==> src/rtl/multicycle_ctrl_if.sv <==
// Control bundle between the multicycle LEGv8 main FSM and its datapath.
// The master side is the controller; the slave side is the datapath/memory.
interface multicycle_ctrl_if;
    logic [10:0] op;
    logic        zero;
    logic        memready;
    logic        irwrite;
    logic        pcwrite;
    logic        iord;
    logic        memread;
    logic        memwrite;
    logic        regwrite;
    logic        memtoreg;
    logic        reg2loc;
    logic [1:0]  alusrca;
    logic [1:0]  alusrcb;
    logic [1:0]  aluop;
    logic        pcsrc;
    logic        illegal;

    modport master (
        input  op, zero, memready,
        output irwrite, pcwrite, iord, memread, memwrite, regwrite, memtoreg,
               reg2loc, alusrca, alusrcb, aluop, pcsrc, illegal
    );

    modport slave (
        output op, zero, memready,
        input  irwrite, pcwrite, iord, memread, memwrite, regwrite, memtoreg,
               reg2loc, alusrca, alusrcb, aluop, pcsrc, illegal
    );
endinterface

==> src/rtl/multicycle_ctrl.sv <==
// Main control FSM for the multicycle LEGv8 datapath: fetch/decode/execute/
// memory/writeback sequencing with stalls on the memory ready handshake.
module multicycle_ctrl (
    input  logic                clk,
    input  logic                reset,
    multicycle_ctrl_if.master   bus
);
    typedef enum logic [3:0] {
        FETCH, DECODE, MEMADR, MEMRD, MEMWB, MEMWR, EXECR, ALUWB, CBZ, UNCOND
    } state_t;

    state_t state;

    logic is_ldur, is_stur, is_cbz, is_b, is_rtype;
    assign is_ldur  = (bus.op == 11'b11111000010);
    assign is_stur  = (bus.op == 11'b11111000000);
    assign is_cbz   = (bus.op[10:3] == 8'b10110100);
    assign is_b     = (bus.op[10:5] == 6'b000101);
    assign is_rtype = (bus.op == 11'b10001011000) || (bus.op == 11'b11001011000) ||
                      (bus.op == 11'b10001010000) || (bus.op == 11'b10101010000);

    always_ff @(posedge clk or posedge reset) begin
        if (reset) begin
            state <= FETCH;
        end else begin
            case (state)
                FETCH:  if (bus.memready) state <= DECODE;
                DECODE: begin
                    if (is_ldur || is_stur) state <= MEMADR;
                    else if (is_rtype)      state <= EXECR;
                    else if (is_cbz)        state <= CBZ;
                    else if (is_b)          state <= UNCOND;
                    else                    state <= FETCH;
                end
                MEMADR: state <= is_ldur ? MEMRD : MEMWR;
                MEMRD:  if (bus.memready) state <= MEMWB;
                MEMWR:  if (bus.memready) state <= FETCH;
                EXECR:  state <= ALUWB;
                default: state <= FETCH;
            endcase
        end
    end

    logic       irwrite, pcwrite, iord, memread, memwrite, regwrite;
    logic       memtoreg, reg2loc, pcsrc, illegal;
    logic [1:0] alusrca, alusrcb, aluop;

    // Reset gates the decode so a store or PC update is killed in the very
    // cycle reset rises, not one edge later.
    always_comb begin
        irwrite  = 1'b0;
        pcwrite  = 1'b0;
        iord     = 1'b0;
        memread  = 1'b0;
        memwrite = 1'b0;
        regwrite = 1'b0;
        memtoreg = 1'b0;
        reg2loc  = 1'b0;
        alusrca  = 2'b00;
        alusrcb  = 2'b00;
        aluop    = 2'b00;
        pcsrc    = 1'b0;
        illegal  = 1'b0;
        if (!reset) begin
            case (state)
                FETCH: begin
                    memread = 1'b1;
                    alusrcb = 2'b01;
                    irwrite = bus.memready;
                    pcwrite = bus.memready;
                end
                DECODE: begin
                    alusrca = 2'b10;
                    alusrcb = 2'b11;
                    illegal = !(is_ldur || is_stur || is_rtype || is_cbz || is_b);
                end
                MEMADR: begin
                    alusrca = 2'b01;
                    alusrcb = 2'b10;
                end
                MEMRD: begin
                    iord    = 1'b1;
                    memread = 1'b1;
                end
                MEMWB: begin
                    regwrite = 1'b1;
                    memtoreg = 1'b1;
                end
                MEMWR: begin
                    iord     = 1'b1;
                    memwrite = 1'b1;
                    reg2loc  = 1'b1;
                end
                EXECR: begin
                    alusrca = 2'b01;
                    aluop   = 2'b10;
                end
                ALUWB: regwrite = 1'b1;
                CBZ: begin
                    alusrca = 2'b01;
                    aluop   = 2'b01;
                    reg2loc = 1'b1;
                    pcsrc   = 1'b1;
                    pcwrite = bus.zero;
                end
                UNCOND: begin
                    pcsrc   = 1'b1;
                    pcwrite = 1'b1;
                end
                default: ;
            endcase
        end
    end

    assign bus.irwrite  = irwrite;
    assign bus.pcwrite  = pcwrite;
    assign bus.iord     = iord;
    assign bus.memread  = memread;
    assign bus.memwrite = memwrite;
    assign bus.regwrite = regwrite;
    assign bus.memtoreg = memtoreg;
    assign bus.reg2loc  = reg2loc;
    assign bus.alusrca  = alusrca;
    assign bus.alusrcb  = alusrcb;
    assign bus.aluop    = aluop;
    assign bus.pcsrc    = pcsrc;
    assign bus.illegal  = illegal;
endmodule

==> src/flat_wrapper.sv <==
// flat-port wrapper written by rule: the top's interface ports become plain ports
module multicycle_ctrl_flat 
  (clk, reset, bus_op, bus_zero, bus_memready, bus_irwrite, bus_pcwrite, bus_iord, bus_memread, bus_memwrite, bus_regwrite, bus_memtoreg, bus_reg2loc, bus_alusrca, bus_alusrcb, bus_aluop, bus_pcsrc, bus_illegal);
  multicycle_ctrl_if bus_i ();
  input  logic clk;
  input  logic reset;
  input wire logic [$bits(bus_i.op)-1:0] bus_op;
  input wire logic [$bits(bus_i.zero)-1:0] bus_zero;
  input wire logic [$bits(bus_i.memready)-1:0] bus_memready;
  output wire logic [$bits(bus_i.irwrite)-1:0] bus_irwrite;
  output wire logic [$bits(bus_i.pcwrite)-1:0] bus_pcwrite;
  output wire logic [$bits(bus_i.iord)-1:0] bus_iord;
  output wire logic [$bits(bus_i.memread)-1:0] bus_memread;
  output wire logic [$bits(bus_i.memwrite)-1:0] bus_memwrite;
  output wire logic [$bits(bus_i.regwrite)-1:0] bus_regwrite;
  output wire logic [$bits(bus_i.memtoreg)-1:0] bus_memtoreg;
  output wire logic [$bits(bus_i.reg2loc)-1:0] bus_reg2loc;
  output wire logic [$bits(bus_i.alusrca)-1:0] bus_alusrca;
  output wire logic [$bits(bus_i.alusrcb)-1:0] bus_alusrcb;
  output wire logic [$bits(bus_i.aluop)-1:0] bus_aluop;
  output wire logic [$bits(bus_i.pcsrc)-1:0] bus_pcsrc;
  output wire logic [$bits(bus_i.illegal)-1:0] bus_illegal;
  assign bus_i.op = bus_op;
  assign bus_i.zero = bus_zero;
  assign bus_i.memready = bus_memready;
  assign bus_irwrite = bus_i.irwrite;
  assign bus_pcwrite = bus_i.pcwrite;
  assign bus_iord = bus_i.iord;
  assign bus_memread = bus_i.memread;
  assign bus_memwrite = bus_i.memwrite;
  assign bus_regwrite = bus_i.regwrite;
  assign bus_memtoreg = bus_i.memtoreg;
  assign bus_reg2loc = bus_i.reg2loc;
  assign bus_alusrca = bus_i.alusrca;
  assign bus_alusrcb = bus_i.alusrcb;
  assign bus_aluop = bus_i.aluop;
  assign bus_pcsrc = bus_i.pcsrc;
  assign bus_illegal = bus_i.illegal;
  multicycle_ctrl u_core (.clk(clk), .reset(reset), .bus(bus_i));
endmodule
==> config.mk <==
export PLATFORM = sky130hd
export DESIGN_NAME = multicycle_ctrl_flat
export DESIGN_NICKNAME = d
export VERILOG_FILES = /design/src/rtl/multicycle_ctrl_if.sv /design/src/rtl/multicycle_ctrl.sv /design/src/flat_wrapper.sv
export SDC_FILE = /design/constraint.sdc
export NUM_CORES = 1
export LEC_CHECK = 0
export CAP_MARGIN = 15
export CORE_MARGIN = 4
export CORE_UTILIZATION = 36
export DETAILED_ROUTE_END_ITERATION = 7
export PLACE_DENSITY_LB_ADDON = 0.08
export SYNTH_ARGS = -nofsm -noshare
export SYNTH_HDL_FRONTEND = slang
export SYNTH_SLANG_ARGS = --single-unit
==> constraint.sdc <==
create_clock -name clk -period 1.55 [get_ports clk]
set_input_delay 0.155 -clock clk [delete_from_list [all_inputs] [get_ports clk]]
set_output_delay 0.155 -clock clk [all_outputs]
set_load 0.01 [all_outputs]
-- Word level (Yosys, flattened, before mapping)
Cells that the tools add are included.
- register bits after elaboration: 4
- bits in latches: 0
- RAM bits: 0
- ROM bits: 0
- bits of input ports: 15
- output and inout bits: 16
- word-level logic and storage cells: 72
- memories kept: 0
- add/subtract/negate cells: 0
- multiply operators: 0
- divide/modulo/power cells: 0
- $lt $le $gt $ge: 0
- equal/unequal tests: 20
- shift operators: 0
- muxes and demuxes: 35
- bitwise operators: 0
- reductions and logical operators: 16
- operators by type and width (cell ; count):
    $eq A11 B11 Y1 const B ; 6
    $mux W4 ; 7
    $pmux W4 S6 ; 1
    $mux W1 ; 19
    $eq A4 B3 Y1 const B ; 4
    $reduce_or A2 Y1 ; 5
    $eq A4 B2 Y1 const B ; 2
    $eq A4 B4 Y1 const B ; 2
    $eq A8 B8 Y1 const B ; 1
    $pmux W2 S2 ; 2
    $logic_or A1 B1 Y1 ; 7
    $eq A6 B3 Y1 const B ; 1
    $mux W2 ; 3
    $ne A2 B2 Y1 const B ; 3
    $pmux W2 S3 ; 1
    $eq A4 B1 Y1 const B ; 1
    $logic_not A4 Y1 ; 1
    $mux W3 ; 1
    $pmux W1 S3 ; 1
    $reduce_and A3 Y1 ; 1
    $reduce_or A3 Y1 ; 1
    $logic_not A1 Y1 ; 1

-- Depth between registers and ports, before layout
- depth in word-level cells: 10
- depth in mapped cells: 5
- gate-level depth less buffers: 4

-- Worst setup path before layout
No wires, ideal clock.
- path type: reg2out
- start point: register u_core.state[2]
- end point: output bus_illegal
- data arrival time: 1.340 ns
- required time: 1.395 ns
- setup slack: 0.055 ns
- stages on the path, launching flop included: 6
- buffers on the path: 1
- cell sequence: dfrtp_1 > buf_2 > or3_1 > nor2_2 > o21ai_1 > a21oi_1
- word-level cells in the longest chain between the ends: 3
- ends and longest elaborated chain (element ; line ; RTL):
    from (decl) ; multicycle_ctrl.sv:12 ; state_t state;
    from (signal assigned) ; multicycle_ctrl.sv:35 ; MEMADR: state <= is_ldur ? MEMRD : MEMWR;
    $eq A4 B1 Y1 ; multicycle_ctrl.sv:65 ; case (state)
    $mux W1 ; multicycle_ctrl.sv:65 ;
    $mux W1 ; multicycle_ctrl.sv:64 ; if (!reset) begin
    to (decl) ; flat_wrapper.sv:22 ; output wire logic [$bits(bus_i.illegal)-1:0] bus_illegal;
No other way between the ends.

-- Worst setup path after layout
- start point: register u_core.state[3]
- end point: output bus_illegal
The elaborated chain is that of the path after synthesis.

==> metrics.yaml <==
rsz0062_at_grt: "true"
grt_max_degree: 12
start_kind: "flop"
drv_cap: 0
status: "finished, violations left"
cp-end-kind: "output port"
tightest_slew_ns: 0.378
post-route-min-period_ns: 1.63
row_count: 13
synth_fa_ha_area_frac: 0
drtIter0Drc: 10
avgSynthCellArea_sq_um: 6.77
clock_latency_ns: 0.24
synth-simple-area-share: 0.514
largest_reg_flops: 4
first_pass_iters: 4
rr_startpoint: "u_core.state[1]"
synthCells: 78
synth_top_family_by_area: "simple AND/OR/NAND/NOR gates"
synth_seq_cells: 4
drive_gt1_frac: 0.481
timing.final.ws_setup_ns: -0.0782
initial_core_util: 0.396
hpwl_mm: 1.57
h-tree-depth: 1
finalCritPeriodShare: 1.05
port_buffers: 30
antenna_left: 0
antenna_found_initial: 0
syn_nets: 93
fmax_mhz: 614
cts_made_buffers: 3
gr-total-overflow: 0
crit_fanout: 2
r2r_cells: 5
cts_tree: "yes"
die_area_sq_um: 2140
crit_chain: "or3_4 > nor2_4 > o21ai_1 > a21oi_1 > buf_2"
top_register: "u_core.state"
synth_compound_area_frac: 0.232
startpoint: "u_core.state[3]"
die_x_um: 46.3
routed-via-count: 811
muxShareOfSynthArea: 0.0190
grt_pass1_vias: 715
drt_wl_total_mm: 2.14
io_pins: 31
violations: "setup timing"
avgViaCountPerCell: 5.41
hold_ws_ns: 0.471
core_sq_um: 1330
r2r_slack_ns: 0.04
p_total_mw: 0.438
cts.sinks: 4
syn_to_final_growth_pct: 106
clock_skew_ns: 0.00980
critPathCapture: "bus_illegal"
grt_pass1_wl_mm: 3.02
cp.arrival_ns: 1.47
slew_viol_final: 0
drc: 0
pre_cts_slack_ns: -0.430
gp_congestion: 0.788
yosysWarningCount: 0
wl_per_cell_um: 14.2
ys_types: 33
synth_top_area_cell: "dfrtp_1"
power_density_nw_per_um2: 402
clkTransAtPathRegs_ns: 0.04
r2r-end: "u_core.state[1]"
ctsLongestPathBuffers: 2
ir_worst_vdd_mv: 0.538
power.leakage_nw: 0.511
largestRegisters: "u_core.state (4)"
slowest_stage: "or3_4"
setup_viol: 4
dieHeight_um: 46.3
synth_area_sq_um: 528
synth_area_leaders: "dfrtp_1 (19%), nor2_1 (11%), a21oi_1 (7.6%), nand2_1 (7.1%), nand2b_1 (4.7%)"
yosysTopAreaCellShare: 0.190
path_class: "flop to output port"
synthXorXnorAreaFrac: 0
synth-seq-area-share: 0.190
worst_ep_required_time_ns: 1.39
slowest_delay_ns: 0.43
slew-limit-headroom: 0.744
grtUsageTotal: 0.196
diodes: 0
root_buffer: "clkbuf_4"
hold_path.class: "input port to asynchronous set/reset pin"
hold_violations: 0
final_nets: 152
[worst max-delay path: cells and delay by family (launching register included)]
family / cells / cell delay [ns]
DFF: 1 / 0.40
AOI/OAI and AO/OA: 2 / 0.17
and+or+nand+nor: 2 / 0.53
buffers and inverters: 1 / 0.14
[cell families after synthesis]
| kind of cell | Yosys count |
|---|---|
| compound gates | 19 |
| flops | 4 |
| buf+inv | 6 |
| mux | 1 |
| simple gates | 48 |
[layout make-up]
cell class	count	area [sq um]
clock buffer	3	22.5
fill	83	245
inverter	3	11.3
multi-input combinational	68	474
sequential	4	103
tap	15	18.8
timing repair buffer	57	459
[placed cells by master (no fill, tap or decap), types with 2 or more instances in the layout]
master           count
nor2_4               4
clkdlybuf4s15_2      2
dfrtp_2              2
nor2_1              11
clkbuf_4             3
nand2b_1             3
a21oi_1              7
buf_4               25
nand4bb_1            2
nand2_1              9
nand2b_4             2
dfrtp_1              2
buf_2                6
or3_4                2
nor3_2               2
clkbuf_2             5
buf_6                4
inv_1                3
clkdlybuf4s50_1     14
nor3_1               2
nor2_2               2
o21ai_0              3
[cells in the mapped netlist, drive strengths merged]
cell	instances
nor2	17
nand2	10
a21oi	8
nand2b	5
dfrtp	4
nor3	4
o21ai	4
inv	3
clkbuf	2
nand4bb	2
or3	2
a311oi	1
a31oi	1
a32oi	1
and4b	1
buf	1
mux2i	1
nand3	1
nand3b	1
nand4	1
nand4b	1
nor3b	1
nor4bb	1
o21bai	1
o22ai	1
o2bb2ai	1
o41ai	1
or3b	1
[worst min path at each step]
stage	slack [ns]	from	to	cells after the start
2_1_floorplan	-0.06	reset	u_core.state[0]	1
3_3_place_gp	0.63	reset	u_core.state[2]	4
3_5_place_dp	0.65	reset	u_core.state[1]	4
4_1_cts	0.42	reset	u_core.state[1]	4
5_1_grt	0.49	reset	u_core.state[2]	4
6_report	0.47	reset	u_core.state[2]	4
[through the flow]
stage / cell area [sq um] / TNS, ns / cells / util
floorplan: 528 / 0 / 78 / -
global placement: 1030 / -3.66 / 146 / 0.772
detailed placement: 1030 / -4.29 / 146 / 0.772
CTS: 1040 / -0.182 / 149 / 0.783
global route: 1090 / -0.457 / 150 / 0.816
finish: 1090 / -0.197 / 150 / 0.816
[power by group]
group | internal (mW) | total (mW) | switching, mW | leakage, nW
registers | 0.108 | 0.112 | 0.00462 | 0.0515
clock network | 0.0866 | 0.130 | 0.0431 | 0.0138
logic | 0.113 | 0.196 | 0.0829 | 0.446
[metal layers]
layer	vias to the layer above	track usage	wire, um
met1	375	0.203	774
met3	4	0.0547	171
met5	-	0	0
met4	0	0.0227	49
li1	398	-	-
met2	34	0.390	1140
[repair_timing]
action	in CTS	in global routing
gates resized for setup	50	25
cloned	0	0
hold endpoints to repair	0	0
buffers inserted	0	1
pin swaps	0	3
hold buffers	0	0
endpoints found under the setup margin	16	16
No activity file was read; power rests on OpenSTA's default activity.
==> patch (same flow settings) <==
Encoding of `state_t`: now one-hot (10 bits for 10 states).
--- a/src/rtl/multicycle_ctrl.sv
+++ b/src/rtl/multicycle_ctrl.sv
@@ -5,8 +5,8 @@
     input  logic                reset,
     multicycle_ctrl_if.master   bus
 );
-    typedef enum logic [3:0] {
-        FETCH, DECODE, MEMADR, MEMRD, MEMWB, MEMWR, EXECR, ALUWB, CBZ, UNCOND
+    typedef enum logic [9:0] {
+        FETCH = 10'b0000000001, DECODE = 10'b0000000010, MEMADR = 10'b0000000100, MEMRD = 10'b0000001000, MEMWB = 10'b0000010000, MEMWR = 10'b0000100000, EXECR = 10'b0001000000, ALUWB = 10'b0010000000, CBZ = 10'b0100000000, UNCOND = 10'b1000000000
     } state_t;
 
     state_t state;
Formal check against the unedited RTL: no difference found for any inputs over 10 cycles, from zero or initial values and one cycle with reset high; not proved beyond that.
==> patch against the unedited design <==
- the run still ends with setup timing left
- wire length grew 96%
- maximum frequency shrank 23%
- power grew to 4.0 times the old value
- sequential power grew to 2.8 times the old value
- synthesized area grew 73%
- cell area grew 83%
- sequential cell count grew 6
- worst setup slack lost 480 ps
- non-clock buffer count grew 33
==> patch: results (changes against the unedited design) <==
[critical_path]
max_stage_delay_ps = 590  ; +160 ps
r2r_slack_ps = -300  ; -340 ps
crit_path_top_delay_cell = or4_4
arrival_ps = 1950  ; +480 ps
regToRegEndpoint = u_core.state[0]$_DFFE_PP1P_
path_max_fanout = 4  ; +2
timing.rr.start = u_core.state[9]$_DFFE_PP0P_

[final_layout]
num-fill-cells = 125  ; +51%
reg_top3 = u_core.state x10
drive_above_1_share = 0.633  ; +0.151
clock_cell_area_share = 0.0182  ; -0.00249
buffer_area_frac = 0.394  ; -0.0276
num-clock-buffers = 4  ; +1
multiInputGateArea_sq_um = 868  ; +83%
final_core_util = 0.860  ; +0.0436
signal_buffers = 90  ; +58%
multi_input_gates = 88  ; +29%
seq_area_frac = 0.127  ; +0.0326
fin_cells = 224  ; +49%
inverters = 4  ; +1

[yosys]
synth-seq-area-share = 0.276  ; +0.0865
yosys-top-cells-count = nor3_1 (12), nor2_1 (11), dfrtp_1 (9), nand3_1 (8), clkbuf_1 (6)
avgSynthCellArea_sq_um = 8.13  ; +20%
synthTopCellsByArea = dfrtp_1 (25%), nor3_1 (6.6%), nor2_1 (4.5%)
syn_nets = 127  ; +37%

[outcome]
violations = setup timing
status = finished, violations left

[place]
port_buffers = 30  ; unchanged
placed_area_sq_um = 1530  ; +48%
dp_hpwl_microns = 2580  ; +65%
pre_cts_slack_ps = -659  ; -229 ps
dp_cells = 203  ; +39%
gp_congestion = 0.933  ; +18%

[sta]
tightest_slew_ps = 382  ; +4.07 ps
hold_slack_ps = 542  ; +70.3 ps
finalSetupTns_ps = -8390  ; -8190 ps
final.setup.worst_slack_ps = -560  ; -482 ps
clock-skew-final_ps = 5.64  ; -4.16 ps
finalSetupViolations = 25  ; +21

[global_routing]
grtUsageMet3 = 0.0439  ; -0.0108
grt_util_met1 = 0.273  ; +0.0705
grt_first_pass_wirelength_microns = 5860  ; +94%
use_met2 = 0.397  ; +0.00702
grt_pass1_vias = 1228  ; +72%
grt_max_degree = 15  ; +3

[floorplan]
coreArea_sq_um = 2320  ; +74%

[detailed_routing]
wl_per_cell_microns = 18.6  ; +31%
drt-initial-drc-count = 30  ; +20
vias_per_cell = 5.81  ; +7.5%
first_pass_iters = 4  ; unchanged

[pwr]
power_leakage_uw = 0.000926  ; +81%
ir_worst_vdd_uv = 740  ; +38%
p_switching_uw = 669  ; +410%

[clocking]
cts.sinks = 10  ; +6
insertion_delay_ps = 270  ; +30 ps
path_clk_slew_ps = 70  ; +30 ps

-- patch: changes by cell type after synthesis, sizes merged, moves of 4 or more --
| cell | delta |
|---|---|
| dfrtp | +5 |
| and3 | +6 |
| nand3 | +7 |
| nor4 | +6 |
| clkbuf | +4 |
| nand2 | -7 |
| a21oi | -4 |
| or4 | +4 |
| nor3 | +8 |
| nand2b | -5 |
| nor2 | -5 |
-- patch: layer usage --
metal  up-vias  share of wire
met2        51           0.53
li1        594              -
met5         -              0
met4         0          0.025
met1       644           0.40
met3        13          0.050
-- patch: kinds of logic after synthesis --
logic type	Yosys count	synth area share
simple gates	63	0.434
compound gates	18	0.137
buf+inv	14	0.0838
flops	10	0.276
xor+xnor	6	0.0577
mux	1	0.0110
-- patch: power groups by stage --
stage	clock network, uW	registers (uW)	logic [uW]
2_1_floorplan	0	313	349
3_3_place_gp	0	312	690
3_5_place_dp	0	312	700
4_1_cts	240	310	981
5_1_grt	257	317	1280
6_report	238	317	1210
-- patch: worst max-delay path by stage --
stage	start	end	slack [ps]
floorplan	u_core.state[8]$_DFFE_PP0P_	bus_illegal	-330
global placement	u_core.state[8]$_DFFE_PP0P_	bus_alusrca[0]	-630
detailed placement	u_core.state[8]$_DFFE_PP0P_	bus_alusrca[0]	-660
CTS	u_core.state[1]$_DFFE_PP0P_	bus_alusrca[0]	-540
global route	u_core.state[1]$_DFFE_PP0P_	bus_alusrca[0]	-620
finish	u_core.state[9]$_DFFE_PP0P_	bus_alusrcb[1]	-560
-- patch: what timing repair did --
action / CTS / global route
setup endpoints to repair: 23 / 26
buffers inserted: 14 / 11
gates resized for setup: 103 / 43
pin swaps: 16 / 15
-- patch: worst max-delay path, delay by kind of cell, from the launching register on --
family        cells  cell delay (ps)
simple gates      3              910
flops             1              390
buf+inv           3              390
